`src/rtl/wb_gpio_irq_ctrl.sv`:
```
// -----------------------------------------------------------------------------
// wb_gpio_irq_ctrl
//   Wishbone B4 classic slave that owns the user GPIO pads. Software-written
//   registers drive io_out / io_oeb. io_in passes through a 2-flop
//   synchronizer. Rising edges on enabled pins set sticky status bits. A
//   registered level interrupt is raised while any status bit is pending.
//
// Ports
//   wb_clk_i, wb_rst_n_i      clock, asynchronous active-low reset
//   wbs_cyc_i/stb_i/we_i      Wishbone cycle, strobe, write enable
//   wbs_sel_i[3:0]            byte-lane enables
//   wbs_adr_i[31:0]           byte address (window = BASE_ADDR[31:8])
//   wbs_dat_i[31:0]           write data
//   wbs_dat_o[31:0]           read data (valid in the ack cycle, else 0)
//   wbs_ack_o                 transfer acknowledge
//   io_in[NUM_IO-1:0]         asynchronous pad inputs
//   io_out[NUM_IO-1:0]        pad output values
//   io_oeb[NUM_IO-1:0]        pad output enables, active-low
//   irq_o                     level interrupt (= |STAT, registered)
//
// Register map (offset = wbs_adr_i[7:0]); LO = bits [31:0], HI = [NUM_IO-1:32]
//   0x00/0x04 OUT RW   0x08/0x0C OEB RW   0x10/0x14 IN RO
//   0x18/0x1C IEN RW   0x20/0x24 STAT W1C
// -----------------------------------------------------------------------------
module wb_gpio_irq_ctrl #(
  parameter int unsigned NUM_IO    = 38,
  parameter logic [31:0] BASE_ADDR = 32'h3000_0000
) (
  input  logic              wb_clk_i,
  input  logic              wb_rst_n_i,
  input  logic              wbs_cyc_i,
  input  logic              wbs_stb_i,
  input  logic              wbs_we_i,
  input  logic [3:0]        wbs_sel_i,
  input  logic [31:0]       wbs_adr_i,
  input  logic [31:0]       wbs_dat_i,
  output logic [31:0]       wbs_dat_o,
  output logic              wbs_ack_o,
  input  logic [NUM_IO-1:0] io_in,
  output logic [NUM_IO-1:0] io_out,
  output logic [NUM_IO-1:0] io_oeb,
  output logic              irq_o
);

  // Bits at or above NUM_IO do not exist: they are forced to 0 everywhere.
  localparam logic [63:0] IO_MASK = (NUM_IO >= 64) ? {64{1'b1}}
                                                   : ((64'd1 << NUM_IO) - 64'd1);

  localparam logic [7:0] OFF_OUT_LO  = 8'h00;
  localparam logic [7:0] OFF_OUT_HI  = 8'h04;
  localparam logic [7:0] OFF_OEB_LO  = 8'h08;
  localparam logic [7:0] OFF_OEB_HI  = 8'h0C;
  localparam logic [7:0] OFF_IN_LO   = 8'h10;
  localparam logic [7:0] OFF_IN_HI   = 8'h14;
  localparam logic [7:0] OFF_IEN_LO  = 8'h18;
  localparam logic [7:0] OFF_IEN_HI  = 8'h1C;
  localparam logic [7:0] OFF_STAT_LO = 8'h20;
  localparam logic [7:0] OFF_STAT_HI = 8'h24;

  logic [63:0] out_q,   out_d;
  logic [63:0] oeb_q,   oeb_d;
  logic [63:0] ien_q,   ien_d;
  logic [63:0] stat_q,  stat_d;
  logic [63:0] sync1_q, sync2_q, prev_q;
  logic        ack_q,   ack_d;
  logic [31:0] dat_q,   dat_d;
  logic        irq_q;

  logic [63:0] io_in_ext;
  logic [63:0] edge_det;
  logic [63:0] w1c_clr;
  logic [31:0] bmask;
  logic [31:0] rdata;
  logic [7:0]  off;
  logic        hit, req, wr, rd;

  // Handshake: a request is cyc & stb & window hit while ack is low. ack is
  // registered, rises the cycle after the request and lasts exactly one
  // cycle; the forced low cycle makes each transfer take 2 cycles. Writes
  // commit on the request edge; read data is presented only during ack.
  assign off  = wbs_adr_i[7:0];
  assign hit  = (wbs_adr_i[31:8] == BASE_ADDR[31:8]);
  assign req  = wbs_cyc_i & wbs_stb_i & hit & ~ack_q;
  assign wr   = req & wbs_we_i;
  assign rd   = req & ~wbs_we_i;
  assign bmask = {{8{wbs_sel_i[3]}}, {8{wbs_sel_i[2]}},
                  {8{wbs_sel_i[1]}}, {8{wbs_sel_i[0]}}};

  assign io_in_ext = 64'(io_in) & IO_MASK;
  assign edge_det  = sync2_q & ~prev_q & ien_q;

  always_comb begin
    out_d   = out_q;
    oeb_d   = oeb_q;
    ien_d   = ien_q;
    w1c_clr = 64'd0;
    if (wr) begin
      unique case (off)
        OFF_OUT_LO:  out_d[31:0]  = (out_q[31:0]  & ~bmask) | (wbs_dat_i & bmask);
        OFF_OUT_HI:  out_d[63:32] = (out_q[63:32] & ~bmask) | (wbs_dat_i & bmask);
        OFF_OEB_LO:  oeb_d[31:0]  = (oeb_q[31:0]  & ~bmask) | (wbs_dat_i & bmask);
        OFF_OEB_HI:  oeb_d[63:32] = (oeb_q[63:32] & ~bmask) | (wbs_dat_i & bmask);
        OFF_IEN_LO:  ien_d[31:0]  = (ien_q[31:0]  & ~bmask) | (wbs_dat_i & bmask);
        OFF_IEN_HI:  ien_d[63:32] = (ien_q[63:32] & ~bmask) | (wbs_dat_i & bmask);
        OFF_STAT_LO: w1c_clr[31:0]  = wbs_dat_i & bmask;
        OFF_STAT_HI: w1c_clr[63:32] = wbs_dat_i & bmask;
        default: ;  // IN registers and unmapped offsets ignore writes
      endcase
    end
    out_d = out_d & IO_MASK;
    oeb_d = oeb_d & IO_MASK;
    ien_d = ien_d & IO_MASK;
    // Set after clear: a new edge on the same cycle as a W1C wins.
    stat_d = ((stat_q & ~w1c_clr) | edge_det) & IO_MASK;
  end

  always_comb begin
    rdata = 32'd0;
    unique case (off)
      OFF_OUT_LO:  rdata = out_q[31:0];
      OFF_OUT_HI:  rdata = out_q[63:32];
      OFF_OEB_LO:  rdata = oeb_q[31:0];
      OFF_OEB_HI:  rdata = oeb_q[63:32];
      OFF_IN_LO:   rdata = sync2_q[31:0];
      OFF_IN_HI:   rdata = sync2_q[63:32];
      OFF_IEN_LO:  rdata = ien_q[31:0];
      OFF_IEN_HI:  rdata = ien_q[63:32];
      OFF_STAT_LO: rdata = stat_q[31:0];
      OFF_STAT_HI: rdata = stat_q[63:32];
      default:     rdata = 32'd0;
    endcase
  end

  assign ack_d = req;
  assign dat_d = rd ? rdata : 32'd0;

  always_ff @(posedge wb_clk_i or negedge wb_rst_n_i) begin
    if (!wb_rst_n_i) begin
      out_q   <= 64'd0;
      oeb_q   <= IO_MASK;
      ien_q   <= 64'd0;
      stat_q  <= 64'd0;
      sync1_q <= 64'd0;
      sync2_q <= 64'd0;
      prev_q  <= 64'd0;
      ack_q   <= 1'b0;
      dat_q   <= 32'd0;
      irq_q   <= 1'b0;
    end else begin
      out_q   <= out_d;
      oeb_q   <= oeb_d;
      ien_q   <= ien_d;
      stat_q  <= stat_d;
      sync1_q <= io_in_ext;
      sync2_q <= sync1_q;
      prev_q  <= sync2_q;
      ack_q   <= ack_d;
      dat_q   <= dat_d;
      irq_q   <= |stat_q;
    end
  end

  assign wbs_ack_o = ack_q;
  assign wbs_dat_o = dat_q;
  assign io_out    = out_q[NUM_IO-1:0];
  assign io_oeb    = oeb_q[NUM_IO-1:0];
  assign irq_o     = irq_q;

endmodule

```
`config.mk`:
```
export PLATFORM = sky130hd
export DESIGN_NAME = wb_gpio_irq_ctrl
export DESIGN_NICKNAME = d
export VERILOG_FILES = /design/src/rtl/wb_gpio_irq_ctrl.sv
export SDC_FILE = /design/constraint.sdc
export NUM_CORES = 1
export LEC_CHECK = 0
export BUFFER_PORTS_ARGS = -buffer_cell sky130_fd_sc_hd__buf_2
export CAP_MARGIN = 20
export CELL_PAD_IN_SITES_DETAIL_PLACEMENT = 1
export CELL_PAD_IN_SITES_GLOBAL_PLACEMENT = 2
export CORE_ASPECT_RATIO = 1.75
export CORE_MARGIN = 3
export CORE_UTILIZATION = 40
export CTS_BUF_LIST = sky130_fd_sc_hd__clkbuf_16
export DETAILED_ROUTE_END_ITERATION = 8
export PLACE_DENSITY = 0.86
export REMOVE_ABC_BUFFERS = 1
export SETUP_SLACK_MARGIN = 0.2
export SLEW_MARGIN = 0
export SYNTH_ARGS = -nofsm -noshare
export SYNTH_HDL_FRONTEND = slang
export SYNTH_SLANG_ARGS = --single-unit
```
`constraint.sdc`:
```
create_clock -name wb_clk_i -period 6.4 [get_ports wb_clk_i]
set_input_delay 0.64 -clock wb_clk_i [delete_from_list [all_inputs] [get_ports wb_clk_i]]
set_output_delay 0.64 -clock wb_clk_i [all_outputs]
set_load 0.02 [all_outputs]
```
==> impl_metrics.ini <==
[routing]
dr.pass1.iters = 8
drc = 0
drtAntennaViolNets = 0
viasPerCell = 5.69
finalWirelength_um = 35500
drtIter0Drc = 584
vias = 8332
wl_per_cell_um = 24.2

[global_routing]
grt_overflow_total = 0
use_met3 = 0.0298
grt_max_degree = 166
use_met2 = 0.425
antenna_found_initial = 2
grt_first_pass_wirelength_um = 54400
busiest_layer = met2
grtUsageTotal = 0.227
met1_usage = 0.261
grt_pass1_vias = 9143

[pwr]
p_leak_uw = 0.00658
p_seq_frac = 0.516
finalPower_uw = 3790
p_sw_frac = 0.221
vdd_drop_max_uv = 214
p_per_area_mw_per_mm2 = 268
clockPowerShare = 0.451
switching_power_uw = 838
p_int_uw = 2950
power_frac_comb = 0.033

[sta]
finalMaxSlewViolations = 0
worst_pin_slew_ps = 1120
fin_crit_sh = 0.498
slew_headroom = 0.252
layout_min_cycle_time_ps = 3190
fin_skew_ps = 12.7
hold_viol = 0
rsz0062_at_grt = false
tns_ps = 0
max_freq_ghz = 0.314
setup_viol = 0

[status]
status = finished clean

[die]
die_w_um = 135
row_count = 81
initial_core_util = 0.409
core-area_mm2 = 0.0283
die-area_mm2 = 0.0311
pin_count = 221
die_y_um = 231

[layout]
drive_gt1_frac = 0.422
nNetsFinal = 1180
syn2layout_area_growth_pct = 21.9

[yosys]
yosys.cell_count.top_type = dfrtp_1
netlist_instances = 845
ys_ff_latch = 300
ys_top_cells_by_count = dfrtp_1 (262), mux2_2 (126), nand2_1 (45)
ys_seq_area_frac = 0.653
yosysTopAreaCell = dfrtp_1
synth.distinct_cells = 41
ys.flop_type = dfrtp_1
async_flop_share = 1.00
avgSynthCellArea_um2 = 13.7
yosys_warnings = 0
synth_top_area_share = 0.566
synthesis.area_mm2 = 0.0116
synth.area.top_cells = dfrtp_1 (57%), mux2_2 (12%), dfstp_2 (8.6%)
synth_edf_count = 0

[clock_network]
cts-hold-fix-buffers = 0
ctsResizeCount = 0
htree_num_levels = 1
cts_tree = built
clock_latency_ps = 560
clkTransAtPathRegs_ps = 60
post_cts.repair.setup_buffers = 0
clock-sinks = 300
root_buffer = clkbuf_16
numCtsBuffers = 29
clock_path_buffers = 3

[setup_path]
r2r_cells = 6
worstPathMaxFanout = 23
path_class = primary input to flop
crit_required_ps = 6840
timing.rr.end = wbs_dat_o[15]
r2r_start = wbs_ack_o
reg2reg_setup_slack_ps = 3650
crit_path_start_kind = primary input
worst_setup_path_end_kind = flop
arrival_ps = 3630

[hold_path]
hp-class = primary input to asynchronous set/reset pin

[run]
cap_violations = 0

[place]
place.gp.congestion = 0.860
port-buffer-count = 220
hpwl_um = 23900
==> worst max path at each step <==
| stage | from | endpoint | slack, ps | cells after the start |
|---|---|---|---|---|
| 2_1_floorplan | wbs_adr_i[16] | wbs_dat_o[4] | 2540 | 4 |
| 3_3_place_gp | wbs_adr_i[2] | flop | 2620 | 5 |
| 3_5_place_dp | wbs_adr_i[2] | flop | 2530 | 5 |
| 4_1_cts | wbs_adr_i[2] | flop | 3140 | 5 |
| 5_1_grt | wbs_adr_i[2] | flop | 3050 | 5 |
| 6_report | wbs_adr_i[2] | flop | 3210 | 5 |
==> logic make-up after synthesis <==
family / share of synthesized area
DFF: 0.653
and+or+nand+nor: 0.104
buffers and inverters: 0.0235
AOI/OAI and AO/OA: 0.0893
muxes: 0.131
==> per-layer routing <==
layer	wire length, um	up-vias
met4	1220	2
met5	18	-
met2	19800	264
met1	12800	4372
met3	1700	67
li1	-	3627
==> layout by cell type, fill, tap and decap left out, drive strengths merged, types with 2 or more instances in the layout <==
| master | n |
|---|---|
| nand3 | 30 |
| mux2i | 7 |
| nor3 | 9 |
| or4b | 2 |
| or3 | 5 |
| a222oi | 27 |
| clkinv | 13 |
| a221oi | 3 |
| nand3b | 14 |
| o22ai | 25 |
| or4 | 3 |
| nand4 | 5 |
| a32oi | 3 |
| clkbuf | 29 |
| buf | 238 |
| mux2 | 128 |
| nor4b | 2 |
| nor4 | 54 |
| nand2 | 45 |
| and3 | 2 |
| dfstp | 38 |
| o21ai | 2 |
| a22oi | 33 |
| dfrtp | 262 |
| nor2 | 24 |
| a31oi | 4 |
| bufinv | 4 |
| o22a | 14 |
| a21oi | 28 |
| inv | 32 |
==> metrics by stage <==
| step | setup WS (ps) | util | area (um2) | hold WS, ps | instances |
|---|---|---|---|---|---|
| 3_3_place_gp | 2620 | 0.464 | 13100 | 332 | 1408 |
| 5_1_grt | 3050 | 0.499 | 14100 | 67.3 | 1465 |
| 6_report | 3210 | 0.499 | 14100 | 54.7 | 1465 |
| 3_5_place_dp | 2530 | 0.464 | 13100 | 336 | 1408 |
| 4_1_cts | 3140 | 0.498 | 14100 | 45.2 | 1461 |
| 2_1_floorplan | 2540 | - | 11400 | 331 | 800 |
==> power groups by stage <==
| stage | logic (uW) | clock network (uW) | registers (uW) |
|---|---|---|---|
| finish | 124 | 1710 | 1950 |
| global route | 139 | 1840 | 1960 |
| CTS | 127 | 1760 | 1950 |
| detailed placement | 127 | 0 | 1990 |
| global placement | 124 | 0 | 1990 |
| floorplan | 18.4 | 0 | 1980 |
==> critical path, cell delays in order <==
cell and delay [ps]:
buf_2 270, nor4_1 890, nand2_1 440, nor4_2 950
mux2_2 430
==> layout make-up <==
type | count | area, um2
Fill cell | 2957 | 14200
Sequential cell | 300 | 7550
Multi-Input combinational cell | 475 | 3780
Timing Repair Buffer | 238 | 1280
Clock buffer | 29 | 726
Tap cell | 373 | 467
Clock inverter | 24 | 208
Inverter | 25 | 93.8
Antenna cell | 1 | 2.50
Note: power is estimated with default switching activity, not from simulation.
